[src/rtl/binary_search_4bit_if.sv]
// rtl/binary_search_4bit_if.sv - start/comparator/result signal bundle for binary_search_4bit
interface binary_search_4bit_if;
  logic       start;
  logic       gt;
  logic       eq;
  logic       lt;
  logic [3:0] guess;
  logic       busy;
  logic       done;
  logic [3:0] result;
  logic       error;
  logic [2:0] steps;

  modport master (
    output start, gt, eq, lt,
    input  guess, busy, done, result, error, steps
  );

  modport slave (
    input  start, gt, eq, lt,
    output guess, busy, done, result, error, steps
  );
endinterface

[src/rtl/binary_search_4bit.sv]
// rtl/binary_search_4bit.sv - 4-bit binary search against an external comparator
// Optional comparison counter on the steps output: define BINARY_SEARCH_STEPS_EN.
module binary_search_4bit (
  input logic                clk,
  input logic                rst,
  binary_search_4bit_if.slave bus
);

  typedef enum logic [1:0] {
    IDLE  = 2'd0,
    DRIVE = 2'd1,
    EVAL  = 2'd2,
    DONE  = 2'd3
  } state_t;

  state_t     state;
  state_t     state_nxt;
  logic [4:0] lo;
  logic [4:0] hi;
  logic [3:0] guess_q;
  logic [3:0] result_q;
  logic       error_q;
  logic       busy;
  logic       done;
  logic       range_empty;
  logic [2:0] cmp;

  // hi wraps to 31 after guess 0 goes low; its top bit marks it as negative.
  assign range_empty = hi[4] | (lo > hi);
  assign cmp         = {bus.gt, bus.eq, bus.lt};

  always_ff @(posedge clk) begin
    if (rst) begin
      state <= IDLE;
    end else begin
      state <= state_nxt;
    end
  end

  always_comb begin
    state_nxt = state;
    case (state)
      IDLE:    if (bus.start) state_nxt = DRIVE;
      DRIVE:   state_nxt = range_empty ? DONE : EVAL;
      EVAL:    state_nxt = (cmp == 3'b100 || cmp == 3'b001) ? DRIVE : DONE;
      DONE:    state_nxt = IDLE;
      default: state_nxt = IDLE;
    endcase
  end

  always_comb begin
    busy = 1'b0;
    done = 1'b0;
    case (state)
      DRIVE:   busy = 1'b1;
      EVAL:    busy = 1'b1;
      DONE:    done = 1'b1;
      default: begin
        busy = 1'b0;
        done = 1'b0;
      end
    endcase
  end

  always_ff @(posedge clk) begin
    if (rst) begin
      lo       <= 5'd0;
      hi       <= 5'd15;
      guess_q  <= 4'd0;
      result_q <= 4'd0;
      error_q  <= 1'b0;
    end else begin
      case (state)
        IDLE: begin
          if (bus.start) begin
            lo       <= 5'd0;
            hi       <= 5'd15;
            result_q <= 4'd0;
            error_q  <= 1'b0;
          end
        end
        DRIVE: begin
          if (range_empty) begin
            error_q <= 1'b1;
          end else begin
            guess_q <= 4'((lo + hi) >> 1);
          end
        end
        EVAL: begin
          case (cmp)
            3'b010:  result_q <= guess_q;
            3'b100:  lo       <= {1'b0, guess_q} + 5'd1;
            3'b001:  hi       <= {1'b0, guess_q} - 5'd1;
            default: error_q  <= 1'b1;
          endcase
        end
        default: ;
      endcase
    end
  end

`ifdef BINARY_SEARCH_STEPS_EN
  logic [2:0] steps_q;

  // Only a one-hot comparator answer counts as a comparison.
  always_ff @(posedge clk) begin
    if (rst) begin
      steps_q <= 3'd0;
    end else if (state == IDLE && bus.start) begin
      steps_q <= 3'd0;
    end else if (state == EVAL && (cmp == 3'b100 || cmp == 3'b010 || cmp == 3'b001)) begin
      steps_q <= steps_q + 3'd1;
    end
  end

  assign bus.steps = steps_q;
`else
  assign bus.steps = 3'd0;
`endif

  assign bus.guess  = guess_q;
  assign bus.result = result_q;
  assign bus.error  = error_q;
  assign bus.busy   = busy;
  assign bus.done   = done;

endmodule

[src/flat_wrapper.sv]
// flat-port wrapper written by rule: the top's interface ports become plain ports
module binary_search_4bit_flat 
  (clk, rst, bus_start, bus_gt, bus_eq, bus_lt, bus_guess, bus_busy, bus_done, bus_result, bus_error, bus_steps);
  binary_search_4bit_if bus_i ();
  input logic clk;
  input logic rst;
  input wire logic [$bits(bus_i.start)-1:0] bus_start;
  input wire logic [$bits(bus_i.gt)-1:0] bus_gt;
  input wire logic [$bits(bus_i.eq)-1:0] bus_eq;
  input wire logic [$bits(bus_i.lt)-1:0] bus_lt;
  output wire logic [$bits(bus_i.guess)-1:0] bus_guess;
  output wire logic [$bits(bus_i.busy)-1:0] bus_busy;
  output wire logic [$bits(bus_i.done)-1:0] bus_done;
  output wire logic [$bits(bus_i.result)-1:0] bus_result;
  output wire logic [$bits(bus_i.error)-1:0] bus_error;
  output wire logic [$bits(bus_i.steps)-1:0] bus_steps;
  assign bus_i.start = bus_start;
  assign bus_i.gt = bus_gt;
  assign bus_i.eq = bus_eq;
  assign bus_i.lt = bus_lt;
  assign bus_guess = bus_i.guess;
  assign bus_busy = bus_i.busy;
  assign bus_done = bus_i.done;
  assign bus_result = bus_i.result;
  assign bus_error = bus_i.error;
  assign bus_steps = bus_i.steps;
  binary_search_4bit u_core (.clk(clk), .rst(rst), .bus(bus_i));
endmodule
[config.mk]
export PLATFORM = sky130hd
export DESIGN_NAME = binary_search_4bit_flat
export DESIGN_NICKNAME = d
export VERILOG_FILES = /design/src/rtl/binary_search_4bit_if.sv /design/src/rtl/binary_search_4bit.sv /design/src/flat_wrapper.sv
export SDC_FILE = /design/constraint.sdc
export NUM_CORES = 1
export LEC_CHECK = 0
export ABC_AREA = 1
export CAP_MARGIN = 20
export CORE_ASPECT_RATIO = 0.8
export CORE_MARGIN = 2
export CORE_UTILIZATION = 34
export CTS_CLUSTER_SIZE = 12
export DETAILED_ROUTE_END_ITERATION = 8
export HOLD_SLACK_MARGIN = 0.05
export PLACE_DENSITY_LB_ADDON = 0.2
export SETUP_SLACK_MARGIN = 0.3
export SLEW_MARGIN = 20
export SYNTH_ARGS = -nofsm -noshare
export SYNTH_HDL_FRONTEND = slang
export SYNTH_SLANG_ARGS = --single-unit
[constraint.sdc]
create_clock -name clk -period 2.4 [get_ports clk]
set_clock_uncertainty 0.1 [all_clocks]
set_input_delay 0.24 -clock clk [delete_from_list [all_inputs] [get_ports clk]]
set_output_delay 0.24 -clock clk [all_outputs]
set_load 0.05 [all_outputs]
==> run metrics <==
DRC marker count from the first detailed-route iteration 44; HPWL Detailed roughly 2200 um; clock sinks 21; most used routing layer met1; M2 GR Usage 20.5%; Post-Route WL 2880 um; Vias per Instance 4.35; slowest CP cell clkdlybuf4s15_1; Simple-Gate Fraction of Synth Area about a fifth; met3 usage 3.49%; post-synth cell types 28; VDD IR max roughly 600 uV; Hold WC Path Type flip-flop to flip-flop; asr flop ratio synth 0%; synth-to-layout area growth 18.3%; PD cells 1130 nW/um2; clock share of power 12.7%; critical-path cell list inv_1 > ha_1 > clkdlybuf4s15_1; top cell type by total area after synthesis dfxtp_1; Setup WS post-layout 423 ps; # DRC 0; Critical Path AT approximately 1600 ps; post-synthesis register bit count 21; Syn Area/Cell 7.33 um2; most frequent cell after synthesis nand2_1; Adder-Cell Fraction of Synth Area 17.1%; YS warnings 0; clk root buf clkbuf_8; final critical-path share of the clock period 82.4%; CTS Hold Bufs 0; met1 GRT Util about 22%; number of cell rows 20; Reg clk slew, reported paths 80 ps; vias in the first global route around 1100; fin area 1610 um2; WP data required ~2100 ps; CP Capture Type output pin; drt first pass iters 4; switching portion of total power 49.4%; largest family of logic cells by synthesized area simple AND/OR/NAND/NOR gates; CTS buffer count 3; Slew @ Worst Pin roughly 500 ps; Worst Setup Path Type flip-flop to output pin; CTS tree yes; minimum clock period 1980 ps; gr usage total 14.5%; CTS H-tree depth 1; EDFF count, synth 0; initial antenna violation count 0; Die ar. 4530 um2; max incr delay on CP approximately 500 ps; share of cells above drive strength 1 around 8.4%; Core Region around 3800 um2; IO Count 20; ys flop type dfxtp_1; CTS max path bufs 2; Psw ~900 uW; RSZ-0062 raised after global routing no; nets between 200 and 250; sequential area share after synthesis 30.9%; Initial Util 35.6%; share of the synthesized area in the top cell type 30.9%; synth cell count leaders 31 x nand2_1, 29 x inv_1, 21 x dfxtp_1; Int Power 921 uW; status complete, no violations; synth top area cells dfxtp_1 31%, ha_1 16%, nand2_1 8.5%, inv_1 8.0%, a21oi_1 5.5%; sequential power share roughly 30%; area of the mapped netlist 1360 um2; clock latency on the worst-skew pair between 200 and 300 ps; DIE WIDTH 74.8 um; Mapped Cells approximately 190; post-synthesis share of cell area spent on xor and xnor gates between 3 and 4%; global-route wire length before repair 4970 um; Die Ht between 60 and 70 um; Routability Congestion 0.738; largest net degree at the start of global routing 15; placed cell area 1560 um2; Vias 1117; peak fanout along the critical path 7; Max Slew Vio Count 0; ANT nets after route 0; wire length per cell 11.2 um; setup TNS 0 ps; fmax 506 MHz; Worst setup SP type flip-flop; multiplexer share of the synthesized area 0%; Reg2Reg Depth 9; Final setup violation count 0; maxcap violations 0; antenna cells 0; Fin. Hold Viols 0; max_slew headroom 66.6%; Worst Hold Depth 2; Resized Gates After CTS 1; pre-CTS WS 405 ps; # port buffers 16; combinational fraction of design power 56.7%; complex-gate fraction of the synthesized area 15.2%; total gr overflow 0; Post-CTS Setup Bufs 0; LEAKAGE slightly below 0.0008 uW
-- per-layer routing --
metal	share of wire, %	wire length, um
met1	58	1660
met2	38	1100
met3	3.3	95
met4	0.66	19
met5	0	0
-- power groups by stage --
stage                     sequential [uW]  clock, uW  combinational (uW)
after floorplan                       676          0                 656
after global placement                563          0                1040
after detailed placement              564          0                1040
after CTS                             557        240                1040
after global routing                  575        259                1160
final                                 558        231                1030
-- critical path: cells and delay by family, from the launching register on --
family                   cells  cell delay (ps)
buffers and inverters        2              620
flip-flops                   1              450
adder cells (fa/ha/maj)      1              310
-- sequential cells by signal (all words and copies together) (netlist names) --
| signal | count |
|---|---|
| u_core.hi | 5 |
| u_core.bus.result | 4 |
| u_core.bus.error | 1 |
| u_core.lo | 5 |
| u_core.state | 2 |
| u_core.bus.guess | 4 |
-- final timing paths --
| kind | from | endpoint | slack [ps] |
|---|---|---|---|
| setup / recovery | u_core.state[0] | bus_busy | 420 |
| hold / removal | u_core.bus.result[2] | u_core.bus.result[2] | 370 |
| setup reg to reg | u_core.state[0] | u_core.hi[2] | 550 |
| hold reg to reg | u_core.bus.result[2] | u_core.bus.result[2] | 370 |
-- cell usage in the layout (no fill, tap or decap), types with 2 or more instances in the layout --
cell / n
a211oi_1: 3
xor2_1: 5
nand3_1: 11
nand4_1: 2
clkdlybuf4s50_1: 14
o211ai_1: 2
inv_2: 3
conb_1: 3
inv_1: 29
nor2_1: 15
nor3_1: 2
clkbuf_8: 3
o21ai_0: 9
or2_2: 2
dfxtp_1: 21
o21ai_2: 2
ha_1: 17
nor2_2: 2
nand2_1: 31
a21oi_1: 15
-- logic make-up (layout without fill, tap and decap cells) --
| kind of cell | Yosys count | after routing |
|---|---|---|
| xor+xnor | 5 | 5 |
| other cells | 1 | 3 |
| buf+inv | 39 | 53 |
| flops | 21 | 21 |
| compound gates | 35 | 35 |
| simple gates | 67 | 67 |
| fa+ha+maj | 18 | 18 |
-- layout make-up --
cell class	count	area, um2
inverters	32	120
fillers	410	2220
clock inverters	1	5.00
clock buffers	3	41.3
multi-input cells	128	786
well taps	55	68.8
flip-flops and latches	21	420
repair buffers	17	170
-- per-stage QoR --
stage,util [%],total power [uW],hold WS [ps],instances
3_5_place_dp,40.8,1600,358,253
2_1_floorplan,-,1330,348,188
4_1_cts,42.0,1840,374,257
5_1_grt,42.1,2000,391,257
6_report,42.1,1820,375,257
3_3_place_gp,40.8,1600,363,253
Note: power is estimated with default switching activity, not from simulation.
